==> config.mk <==
export PLATFORM = sky130hd
export DESIGN_NAME = adsr_voice_scheduler_flat
export DESIGN_NICKNAME = d
export VERILOG_FILES = /design/src/rtl/adsr_voice_scheduler_if.sv /design/src/rtl/adsr_voice_scheduler.sv /design/src/flat_wrapper.sv
export SDC_FILE = /design/constraint.sdc
export NUM_CORES = 1
export LEC_CHECK = 0
export ABC_AREA = 1
export BUFFER_PORTS_ARGS = -buffer_cell sky130_fd_sc_hd__clkbuf_2
export CAP_MARGIN = 40
export CORE_MARGIN = 1.5
export CORE_UTILIZATION = 55
export CTS_CLUSTER_DIAMETER = 30
export CTS_CLUSTER_SIZE = 20
export DETAILED_ROUTE_END_ITERATION = 8
export PLACE_DENSITY = 0.72
export SYNTH_ARGS = -nofsm -noshare
export SYNTH_HDL_FRONTEND = slang
export SYNTH_SLANG_ARGS = --single-unit
==> constraint.sdc <==
create_clock -name clk -period 2.25 [get_ports clk]
set_input_delay 0.45 -clock clk [delete_from_list [all_inputs] [get_ports clk]]
set_output_delay 0.45 -clock clk [all_outputs]
set_load 0.02 [all_outputs]
==> src/rtl/adsr_voice_scheduler_if.sv <==
// Note-command handshake between the MIDI front end (master) and the voice scheduler (slave).
interface adsr_voice_scheduler_if;
   logic       cmd_valid;
   logic       cmd_ready;
   logic       cmd_on;
   logic [6:0] cmd_note;

   modport master (output cmd_valid, output cmd_on, output cmd_note, input cmd_ready);
   modport slave  (input cmd_valid, input cmd_on, input cmd_note, output cmd_ready);
endinterface

==> src/rtl/adsr_voice_scheduler.sv <==
// Voice slot sequencer and note-to-voice allocator for the 8-voice ADSR envelope block.
// Free voices are taken lowest-index first; when all are busy the oldest voice is stolen.
module adsr_voice_scheduler #(
   parameter int VOICES       = 8,
   parameter int SEL_W        = 3,
   parameter int SLOT_CYCLES  = 16,
   parameter int FRAME_CYCLES = 1024
) (
   input  logic                   clk,
   input  logic                   reset,
   adsr_voice_scheduler_if.slave  cmd,
   output logic [SEL_W-1:0]       sel,
   output logic                   ena0,
   output logic                   ena1,
   output logic                   GATE,
   output logic [6:0]             note,
   output logic [VOICES-1:0]      gates
);
   localparam int CNT_W    = $clog2(FRAME_CYCLES);
   localparam int OFF_W    = $clog2(SLOT_CYCLES);
   localparam int SCAN_END = VOICES * SLOT_CYCLES;

   typedef enum logic [1:0] {IDLE, SEARCH, UPDATE, STEAL_WAIT} state_t;
   typedef enum logic [1:0] {ACT_NONE, ACT_ON, ACT_OFF, ACT_STEAL} act_t;

   logic [CNT_W-1:0]  cnt_q, cnt_d;
   logic [OFF_W-1:0]  off_q, off_d;
   logic [SEL_W-1:0]  sel_q, sel_d;
   state_t            state_q, state_d;
   act_t              act_q, act_d;
   logic              cmd_on_q, cmd_on_d;
   logic [6:0]        cmd_note_q, cmd_note_d;
   logic [SEL_W-1:0]  tgt_q, tgt_d;
   logic [VOICES-1:0] gates_q, gates_d;
   logic [6:0]        note_q [VOICES];
   logic [6:0]        note_d [VOICES];
   logic [SEL_W-1:0]  age_q [VOICES];
   logic [SEL_W-1:0]  age_d [VOICES];

   logic              in_scan;
   logic              lru_touch;
   logic [VOICES-1:0] free_v, match_v, oldest_v;
   logic [SEL_W-1:0]  free_idx, match_idx, oldest_idx;

   // Frame sequencing: slot offset and voice index advance together; sel parks on the last voice.
   assign in_scan = int'(cnt_q) < SCAN_END;

   always_comb begin
      cnt_d = cnt_q + CNT_W'(1);
      off_d = off_q;
      sel_d = sel_q;
      if (cnt_q == CNT_W'(FRAME_CYCLES - 1)) begin
         cnt_d = '0;
         off_d = '0;
         sel_d = '0;
      end else begin
         off_d = (off_q == OFF_W'(SLOT_CYCLES - 1)) ? '0 : off_q + OFF_W'(1);
         if (in_scan && off_q == OFF_W'(SLOT_CYCLES - 1) && sel_q != SEL_W'(VOICES - 1))
            sel_d = sel_q + SEL_W'(1);
      end
   end

   assign sel   = sel_q;
   assign ena0  = in_scan && (off_q == OFF_W'(SLOT_CYCLES - 3));
   assign ena1  = in_scan && (off_q == OFF_W'(SLOT_CYCLES - 2));
   assign GATE  = gates_q[sel_q];
   assign note  = note_q[sel_q];
   assign gates = gates_q;
   assign cmd.cmd_ready = (state_q == IDLE);

   for (genvar gi = 0; gi < VOICES; gi++) begin : g_flag
      assign free_v[gi]   = ~gates_q[gi];
      assign match_v[gi]  = gates_q[gi] && (note_q[gi] == cmd_note_q);
      assign oldest_v[gi] = (age_q[gi] == SEL_W'(VOICES - 1));
   end

   // Scanning downwards leaves the lowest set index in each encoder.
   always_comb begin
      free_idx   = '0;
      match_idx  = '0;
      oldest_idx = '0;
      for (int i = VOICES - 1; i >= 0; i--) begin
         if (free_v[i])   free_idx   = SEL_W'(i);
         if (match_v[i])  match_idx  = SEL_W'(i);
         if (oldest_v[i]) oldest_idx = SEL_W'(i);
      end
   end

   always_comb begin
      state_d    = state_q;
      act_d      = act_q;
      cmd_on_d   = cmd_on_q;
      cmd_note_d = cmd_note_q;
      tgt_d      = tgt_q;
      gates_d    = gates_q;
      note_d     = note_q;
      age_d      = age_q;
      lru_touch  = 1'b0;
      case (state_q)
         IDLE: begin
            if (cmd.cmd_valid) begin
               cmd_on_d   = cmd.cmd_on;
               cmd_note_d = cmd.cmd_note;
               state_d    = SEARCH;
            end
         end
         SEARCH: begin
            act_d   = ACT_NONE;
            state_d = UPDATE;
            if (cmd_on_q) begin
               if (match_v == '0) begin
                  if (free_v != '0) begin
                     act_d = ACT_ON;
                     tgt_d = free_idx;
                  end else begin
                     act_d = ACT_STEAL;
                     tgt_d = oldest_idx;
                  end
               end
            end else if (match_v != '0) begin
               act_d = ACT_OFF;
               tgt_d = match_idx;
            end
         end
         UPDATE: begin
            state_d = IDLE;
            case (act_q)
               ACT_ON: begin
                  gates_d[tgt_q] = 1'b1;
                  note_d[tgt_q]  = cmd_note_q;
                  lru_touch      = 1'b1;
               end
               ACT_OFF: gates_d[tgt_q] = 1'b0;
               ACT_STEAL: begin
                  gates_d[tgt_q] = 1'b0;
                  note_d[tgt_q]  = cmd_note_q;
                  state_d        = STEAL_WAIT;
               end
               default: ;
            endcase
         end
         STEAL_WAIT: begin
            // Hold the stolen voice low until its envelope has computed once with GATE=0.
            if (ena0 && sel_q == tgt_q) begin
               gates_d[tgt_q] = 1'b1;
               lru_touch      = 1'b1;
               state_d        = IDLE;
            end
         end
         default: state_d = IDLE;
      endcase
      if (lru_touch) begin
         for (int i = 0; i < VOICES; i++) begin
            if (SEL_W'(i) == tgt_q)
               age_d[i] = '0;
            else if (age_q[i] < age_q[tgt_q])
               age_d[i] = age_q[i] + SEL_W'(1);
         end
      end
   end

   always_ff @(posedge clk) begin
      if (reset) begin
         cnt_q      <= '0;
         off_q      <= '0;
         sel_q      <= '0;
         state_q    <= IDLE;
         act_q      <= ACT_NONE;
         cmd_on_q   <= 1'b0;
         cmd_note_q <= '0;
         tgt_q      <= '0;
         gates_q    <= '0;
         for (int i = 0; i < VOICES; i++) begin
            note_q[i] <= '0;
            age_q[i]  <= SEL_W'(i);
         end
      end else begin
         cnt_q      <= cnt_d;
         off_q      <= off_d;
         sel_q      <= sel_d;
         state_q    <= state_d;
         act_q      <= act_d;
         cmd_on_q   <= cmd_on_d;
         cmd_note_q <= cmd_note_d;
         tgt_q      <= tgt_d;
         gates_q    <= gates_d;
         note_q     <= note_d;
         age_q      <= age_d;
      end
   end
endmodule

==> src/flat_wrapper.sv <==
// flat-port wrapper written by rule: the top's interface ports become plain ports
module adsr_voice_scheduler_flat 
#(
   parameter int VOICES       = 8,
   parameter int SEL_W        = 3,
   parameter int SLOT_CYCLES  = 16,
   parameter int FRAME_CYCLES = 1024
)
  (clk, reset, sel, ena0, ena1, GATE, note, gates, cmd_cmd_valid, cmd_cmd_on, cmd_cmd_note, cmd_cmd_ready);
  adsr_voice_scheduler_if cmd_i ();
  input  logic clk;
  input  logic reset;
  output logic [SEL_W-1:0] sel;
  output logic ena0;
  output logic ena1;
  output logic GATE;
  output logic [6:0] note;
  output logic [VOICES-1:0] gates;
  input wire logic [$bits(cmd_i.cmd_valid)-1:0] cmd_cmd_valid;
  input wire logic [$bits(cmd_i.cmd_on)-1:0] cmd_cmd_on;
  input wire logic [$bits(cmd_i.cmd_note)-1:0] cmd_cmd_note;
  output wire logic [$bits(cmd_i.cmd_ready)-1:0] cmd_cmd_ready;
  assign cmd_i.cmd_valid = cmd_cmd_valid;
  assign cmd_i.cmd_on = cmd_cmd_on;
  assign cmd_i.cmd_note = cmd_cmd_note;
  assign cmd_cmd_ready = cmd_i.cmd_ready;
  adsr_voice_scheduler #(.VOICES(VOICES), .SEL_W(SEL_W), .SLOT_CYCLES(SLOT_CYCLES), .FRAME_CYCLES(FRAME_CYCLES)) u_core (.clk(clk), .reset(reset), .cmd(cmd_i), .sel(sel), .ena0(ena0), .ena1(ena1), .GATE(GATE), .note(note), .gates(gates));
endmodule
==> Word-level counts from Yosys, hierarchy flattened <==
Cells that the tools add are included.
{ "totals": {"input_bits": 11, "regBits": 120, "elab_cells": 221} }
{ "classes": {"n_eq_ne": 39, "muxes": 71, "reduce_logical": 47, "n_bitwise": 13, "addsub": 11, "magnitude_cmp": 15} }
{ "op_table": {"columns": ["op", "n"], "rows": [
  ["$mux W3", 46],
  ["$bwmux W56", 1],
  ["$eq A7 B7 Y1", 8],
  ["$pmux W8 S2", 2],
  ["$add A3 B1 Y3 const B", 9],
  ["$eq A3 B3 Y1 const B", 8],
  ["$lt A3 B3 Y1", 8],
  ["$reduce_and A2 Y1", 11],
  ["$bmux W7 S3", 1],
  ["$demux W7 S3", 1],
  ["$mux W7", 3],
  ["$reduce_bool A2 Y1", 10],
  ["$reduce_bool A8 Y1", 2],
  ["$logic_and A1 B1 Y1", 15],
  ["$mux W2", 7],
  ["$eq A3 B3 Y1 const A", 4],
  ["$eq A4 B4 Y1 const B", 3],
  ["$add A10 B1 Y10 const B", 1],
  ["$eq A10 B10 Y1 const B", 1],
  ["$lt A10 B8 Y1 const B", 1],
  ["$bmux W3 S3", 1],
  ["$and A8 B8 Y8", 1],
  ["$eq A2 B2 Y1 const B", 4],
  ["$ge A4 B4 Y1 const B", 2],
  ["28 further kinds", 46]
]} }

==> Depth between registers and ports, before layout <==
Gate-level depths: netlist of run 1.
{ "depth": {"word_depth": 12, "depth_mapped": 16} }

==> Least setup slack after synthesis of run 1 <==
OpenSTA, ideal clock, no wires.
{ "synth_path": {"path_type": "register -> output", "startpoint": "register u_core.sel_q[1], in the netlist u_core.sel[1]", "endpoint": "output port GATE", "arrival_time_ns": 1.648, "path_stages_with_launch": 7, "required_ns": 1.800, "n_path_buf": 2, "path_slack_ns": 0.152, "path_cell_list": "dfxtp_1 > buf_2 > clkinv_1 > clkbuf_1 > a21oi_1 > o21ai_0 > a31oi_1"} }
{ "synth_via": {"elab_chain_len": 2} }
{ "synth_lines": {"columns": ["element", "line_no", "source"], "rows": [
  ["start: declaration", "adsr_voice_scheduler.sv:28", "logic [SEL_W-1:0] sel_q, sel_d;"],
  ["start signal: assignment", "adsr_voice_scheduler.sv:180", "sel_q <= sel_d;"],
  ["$bmux W1 S3", "adsr_voice_scheduler.sv:66", "assign GATE = gates_q[sel_q];"],
  ["$mux W1 (implied by the code)", "adsr_voice_scheduler.sv:66", null],
  ["end: declaration", "flat_wrapper.sv:16", "output logic GATE;"]
]} }
No other way between the ends. The select of a mux whose other input is x is not followed.

==> Worst setup path after layout of run 1 <==
{ "layout_path": {"startpoint": "register u_core.sel_q[0], in the netlist u_core.sel[0]", "endpoint": "output port note[3]"} }
{ "layout_via": {"elab_chain_len": 4} }
{ "layout_lines": {"columns": ["element", "line_no", "source"], "rows": [
  ["$not A3 Y4 (implied by the code)", "adsr_voice_scheduler.sv:67", "assign note = note_q[sel_q];"],
  ["$bmux W7 S3", "adsr_voice_scheduler.sv:67", null],
  ["$mux W7 (implied by the code) (2 in series)", "adsr_voice_scheduler.sv:67", null],
  ["end: declaration", "flat_wrapper.sv:17", "output logic [6:0] note;"]
]} }
No other way between the ends. The select of a mux whose other input is x is not followed.

==> results of run 1 <==
-- worst min-delay path by stage --
stage | end | slack (ns) | depth (start not counted) | start
after floorplan | u_core.cnt_q[0]$_SDFF_PP0_ | 0.42 | 1 | u_core.cnt_q[0]$_SDFF_PP0_
after CTS | u_core.act_q[1]$_SDFFE_PP0P_ | 0.26 | 2 | reset
after detailed placement | u_core.cnt_q[0]$_SDFF_PP0_ | 0.44 | 1 | u_core.cnt_q[0]$_SDFF_PP0_
after global routing | u_core.state_q[1]$_SDFFE_PP0P_ | 0.27 | 2 | reset
final | u_core.act_q[1]$_SDFFE_PP0P_ | 0.26 | 2 | reset
after global placement | u_core.cnt_q[0]$_SDFF_PP0_ | 0.43 | 1 | u_core.cnt_q[0]$_SDFF_PP0_
-- layout by cell type (no fill, tap or decap), types with 3 or more instances in the layout --
master / count
or2_2: 5
xor2_1: 5
buf_6: 4
nand3_1: 67
clkbuf_8: 3
o21ai_1: 25
o21ai_0: 88
dfxtp_1: 112
clkinv_2: 3
buf_4: 61
a21oi_1: 125
buf_12: 4
inv_2: 13
clkbuf_1: 3
nor2_2: 11
nand4_1: 5
clkbuf_16: 19
nand2_2: 11
bufinv_16: 3
a21oi_2: 5
a221oi_2: 5
nor2_1: 92
dfxtp_2: 6
inv_1: 95
nor2_4: 5
a31oi_1: 8
nand2_1: 233
ha_1: 39
a21oi_4: 3
nor3_1: 13
xnor2_1: 16
nand3b_1: 8
inv_4: 3
o21ai_2: 5
nand2_4: 3
a22oi_1: 8
clkbuf_2: 24
-- final cells by class --
cell class	instances	area, µm²	area share (%)
Multi-Input combinational cell	804	4370	49.3
Sequential cell	120	2420	27.3
Timing Repair Buffer	100	826	9.32
Clock buffer	23	478	5.39
Inverter	112	440	4.97
Tap cell	172	215	2.43
Clock inverter	8	120	1.36
-- flip-flops by register name, summed over array words and instances (netlist names), named ones only --
| signal | count |
|---|---|
| u_core.act_q | 2 |
| u_core.age_q | 24 |
| u_core.cmd_note_q | 7 |
| u_core.cmd_on_q | 1 |
| u_core.cnt_q | 10 |
| u_core.note_q | 56 |
| u_core.off_q | 4 |
| u_core.sel | 3 |
| u_core.state_q | 2 |
| u_core.tgt_q | 3 |
-- where the power goes --
group          switching (µW)  internal, µW
registers                37.1          2160
logic                     418           234
clock network             986          1810
-- what timing repair did --
item | 4_1_cts | 5_1_grt
gates cloned | 1 | 3
endpoints found under the setup margin | 32 | 35
pin swaps | 1 | 20
resized for setup | 19 | 91
buffers inserted | 0 | 9
-- metal layers --
metal | up-vias | track usage, %
li1 | 3738 | -
met3 | 88 | 7.32
met1 | 3447 | 38.3
met2 | 279 | 50.8
met5 | - | 0
met4 | 0 | 16.8
-- cell families (layout without fill, tap and decap cells) --
group	count (synthesis)	count (layout)	share of synthesized area (%)
simple gates	461	461	27.3
compound gates	281	281	20.6
fa+ha+maj	39	39	6.75
buf+inv	164	243	9.27
xor+xnor	23	23	2.79
flops	120	120	33.2
-- metrics by stage --
| step | setup WS [ns] | setup TNS, ns |
|---|---|---|
| finish | -0.0250 | -0.0448 |
| global route | -0.0712 | -0.435 |
| CTS | -0.0257 | -0.0637 |
| detailed placement | -0.0576 | -0.316 |
| global placement | -0.0166 | -0.0551 |
| floorplan | 0.152 | 0 |
==> reports/results.txt, run 1 <==
Crit path DAT: 1.83 ns
Unique masters post-synth: 38
R2r setup slk: 0.09 ns
Setup CP Type: flip-flop to primary output
Final design utilization: 69.7%
Fillers: 1129
R2R Path End: u_core.tgt_q[2]$_SDFFE_PP0P_
Largest net degree at the start of global routing: 44
H-Tree Depth: 4
PwrDens: 638 nW/µm²
Initial DRT Pass Iterations: 6
Max-capacitance violation count: 0
Slew Viols, Final: 0
Clk slew on worst S/H paths: 0.06 ns
R2R depth: 14
Static Leak: 0.00387 µW
Total global routing overflow: 0
Placed Cells incl. Taps: 1295
Top cells by area, synth: dfxtp_1, nand2_1, a21oi_1
Synth Cell Area: 7230 µm²
Fin cells: 1339
WP buf/inv: 4
Skew-Pair Late Insertion Delay: 0.43 ns
Status: finished, violations left
Power, Total: 5650 µW
Number of synthesized flops with an enable pin: 0
Tmin final: 2.28 ns
Die width: 118 µm
Final ANT Viol Nets: 0
CTS tree: done
Vias in the first global route: 6825
Average size of a mapped cell: 6.65 µm²
All-Layer GR Usage: 31.2%
Instance count on the critical path: 7
Final setup margin: -0.0250 ns
Setup violators final: 2
HPWL Detailed: 14.8 mm
DR WL met3: 1.43 mm
Fin. Hold Viols: 0
Slowest stage cell, crit path: dfxtp_4
Critical Path Start Type: flip-flop
Delay-heaviest family, CP: buffers and inverters
Hold Buf Count CTS: 0
P&R area growth vs syn: 22.6%
First-pass GRT wire length: 34.3 mm
Area after DPL: 7810 µm²
Slew HR: 59.3%
Most numerous cell in the Yosys netlist: nand2_1
Die Ht: 118 µm
VDD IR max: 0.000534 V
Core Area: 12700 µm²
Yosys Warn Count: 0
Via count: 7552
Synthesized instance count: 1088
Clock Sinks: 120
Initial antenna violation count: 0
Met2 WL: 10.3 mm
CP startpoint: u_core.sel[0]$_SDFFE_PP0P_
Layout cell share with drive strength beyond 1: 18.6%
Dominant cell type by area after synthesis: dfxtp_1
IO Port Bufs: 32
Fraction of registers with async set/reset: 0%
Failing checks: negative setup slack
Most used DFF post-synth: dfxtp_1
Wl on met1: 8.99 mm
Final nets: 1205
DIE AREA: 13800 µm²
Synth Net Count: 1138
DRC: 0
Initial Utilization: 56.8%
Synth cell count leaders: nand2_1, a21oi_1, dfxtp_1, o21ai_0, nor2_1
Share of the synthesized area in the top cell type: 33.2%
Register area share after synthesis: 33.2%
CP endpoint kind: primary output
WL/cell: 16.2 µm
Reg2reg start: u_core.cmd_note_q[1]$_SDFFE_PP0P_
CP max FO: 6
Drt via density: 5.64
CTS Buffer Depth: 2
CP endpoint: note[3]
Hold/Removal Path Class: input port to flip-flop
Iter 0 DRT Violations: 685
Site row count: 41
Top Layer Used: met4
Root Driver: clkbuf_16
Post-route cell area: 8860 µm²
Final wirelength: 21.8 mm
Clk_skew: 0.00454 ns
Number of buffers created by CTS: 17
RD Place Congestion: 0.965
Num ports: 33
Min Hold Slack: 0.259 ns
Max stage delay on crit path: 0.42 ns
Worst-margin pin slew: 0.610 ns
Post-route clock period utilization: 101%
Seq cells post-synth: 120
Worst path required time: 1.80 ns
Fmax: 440 MHz
# diodes: 0
Crit path cell chain: clkinv_8 -> buf_8 -> buf_4 -> a21oi_1 -> o21ai_1 -> a31oi_1 -> buf_2
Unrepaired setup endpoints after global routing: yes
Note: power is estimated with default switching activity, not from simulation.
==> run 2, diff against run 1 <==
CTS_CLUSTER_SIZE = 25   (was 20)
GPL_TIMING_DRIVEN = 0   (was not set)
==> run 2 against run 1 <==
Compared with the run above:
- the flow still finishes with violations (negative setup slack)
- non-clock buffer count up 17
- clock-buffer cell count rose by 1
- total power down 4.4%
- core utilization increased by 1.2 points
- critical path depth stayed put
- combinational power is 15% higher
- maximum frequency down 0.27%
- highest routed layer unchanged
- clock skew grew 0.0044 ns
==> reports/results.txt, run 2 (synthesis gave the netlist of run 1 again) <==
Status: finished, violations left
Failing checks: negative setup slack
CTS Buffer Depth: 2
Final setup margin: -0.0312 ns
Final ANT Viol Nets: 0
Slew HR: 60.6%
VDD IR max: 0.000477 V
Area of the multi-input gates: 4480 µm²
Area after DPL: 7610 µm²
CP endpoint kind: primary output
Largest registers: u_core.note_q x56, u_core.age_q x24, u_core.cnt_q x10
Hold/Removal Path Class: input port to flip-flop
DRC: 0
Max-capacitance violation count: 0
Skew-Pair Late Insertion Delay: 0.43 ns
Initial antenna violation count: 0
All-Layer GR Usage: 33.0%
Commonest non-fill, non-tap cell in the layout: nand2_1
Power, Total: 5410 µW
Final wirelength: 23.2 mm
CP max FO: 8
Clk slew on worst S/H paths: 0.05 ns
PwrDens: 600 nW/µm²
Comb pwr share: 13.9%
Most frequent cells in the layout: nand2_1, a21oi_1, dfxtp_1, inv_1, nor2_1
IO Port Bufs: 32
Final nets: 1222
Total global routing overflow: 0
FF+latch area: 2430 µm²
H-Tree Depth: 4
Placed Cells incl. Taps: 1292
P&R area growth vs syn: 24.7%
Vias in the first global route: 7185
Clock Sinks: 120
Unrepaired setup endpoints after global routing: yes
Max FFs per register: 56
Post-route clock period utilization: 101%
Root Driver: clkbuf_16
Setup violators final: 8
Core Area: 12700 µm²
# diodes: 0
Place WS: -0.334 ns
Tmin final: 2.28 ns
Via count: 7796
CTS tree: done
Worst path required time: 1.80 ns
Min Hold Slack: 0.243 ns
Drt via density: 5.76
Die Ht: 118 µm
Switching power: 1440 µW
Sequential share of power: 40.9%
Fillers: 1112
RD Place Congestion: 0.960
Site row count: 41
Internal power: 3970 µW
Iter 0 DRT Violations: 791
First-pass GRT wire length: 36.1 mm
Die width: 118 µm
Num ports: 33
Fmax: 438 MHz
Number of buffers created by CTS: 17
Post-route cell area: 9010 µm²
Initial DRT Pass Iterations: 6
WL/cell: 17.2 µm
Clk_skew: 0.00897 ns
Setup CP Type: flip-flop to primary output
Largest reg by FF count: u_core.note_q
Fin cells: 1353
Worst-margin pin slew: 0.591 ns
Static Leak: 0.00393 µW
Critical Path Start Type: flip-flop
Slew Viols, Final: 0
Clock share of power: 45.2%
Switching share of total power: 26.6%
DIE AREA: 13800 µm²
Fin. Hold Viols: 0
HPWL Detailed: 15.8 mm
Crit path DAT: 1.83 ns
Initial Utilization: 56.8%
Layout cell share with drive strength beyond 1: 20.8%
Largest net degree at the start of global routing: 17
## run 2: final cells by class
class / instances / share of cell area (%)
inverter: 112 / 5.07
clock inverter: 4 / 0.222
timing repair buffer: 66 / 5.36
sequential: 120 / 26.9
tap: 172 / 2.39
clock buffer: 24 / 5.57
multi-input combinational: 804 / 49.7
buffer: 51 / 4.80
## run 2: power by group through the flow
stage                     sequential (µW)  combinational, µW  clock, µW
after floorplan                      2240                434          0
after global placement               2240                590          0
after detailed placement             2240                595          0
after CTS                            2210                646       2450
after global routing                 2210                818       2550
final                                2210                749       2450
## run 2: worst paths after layout
kind	endpoint	from	slack [ns]	cells after the start
worst min register to register	u_core.cnt_q[0]$_SDFF_PP0_	u_core.cnt_q[0]$_SDFF_PP0_	0.45	1
worst min-delay path	u_core.act_q[1]$_SDFFE_PP0P_	reset	0.24	2
worst max-delay path	note[3]	u_core.sel[0]$_SDFFE_PP0P_	-0.03	7
worst max register to register	u_core.tgt_q[1]$_SDFFE_PP0P_	u_core.cmd_note_q[4]$_SDFFE_PP0P_	0.10	15
## run 2: worst max-delay path, cell delays in order (launching register included)
cell,delay [ns]
dfxtp_2,0.33
buf_12,0.15
clkbuf_16,0.16
nand2_1,0.07
o21ai_2,0.07
a221oi_2,0.33
a31oi_1,0.11
buf_4,0.18
## run 2: routing by layer
layer  up-vias  part of all wire, %  wire [µm]  global-route usage (%)
met3       104                  7.6       1760                    7.41
met4         0                  4.6       1080                    18.5
met2       403                   48      11100                    55.1
met1      3508                   40       9300                    39.0
met5         -                    0          0                       0
li1       3781                    -          -                       -
## run 2: repair_timing
| action | in CTS | in global routing |
|---|---|---|
| endpoints found under the setup margin | 35 | 35 |
| pin swaps | 17 | 27 |
| hold buffers | 0 | 0 |
| setup buffers | 16 | 16 |
| resized for setup | 108 | 85 |
| cloned | 2 | 0 |
## run 2: stage by stage
| stage | TNS, ns | util, % |
|---|---|---|
| 2_1_floorplan | 0 | - |
| 6_report | -0.116 | 70.9 |
| 4_1_cts | -0.0462 | 67.6 |
| 3_3_place_gp | -3.69 | 59.8 |
| 5_1_grt | -0.479 | 70.9 |
| 3_5_place_dp | -4.31 | 59.8 |
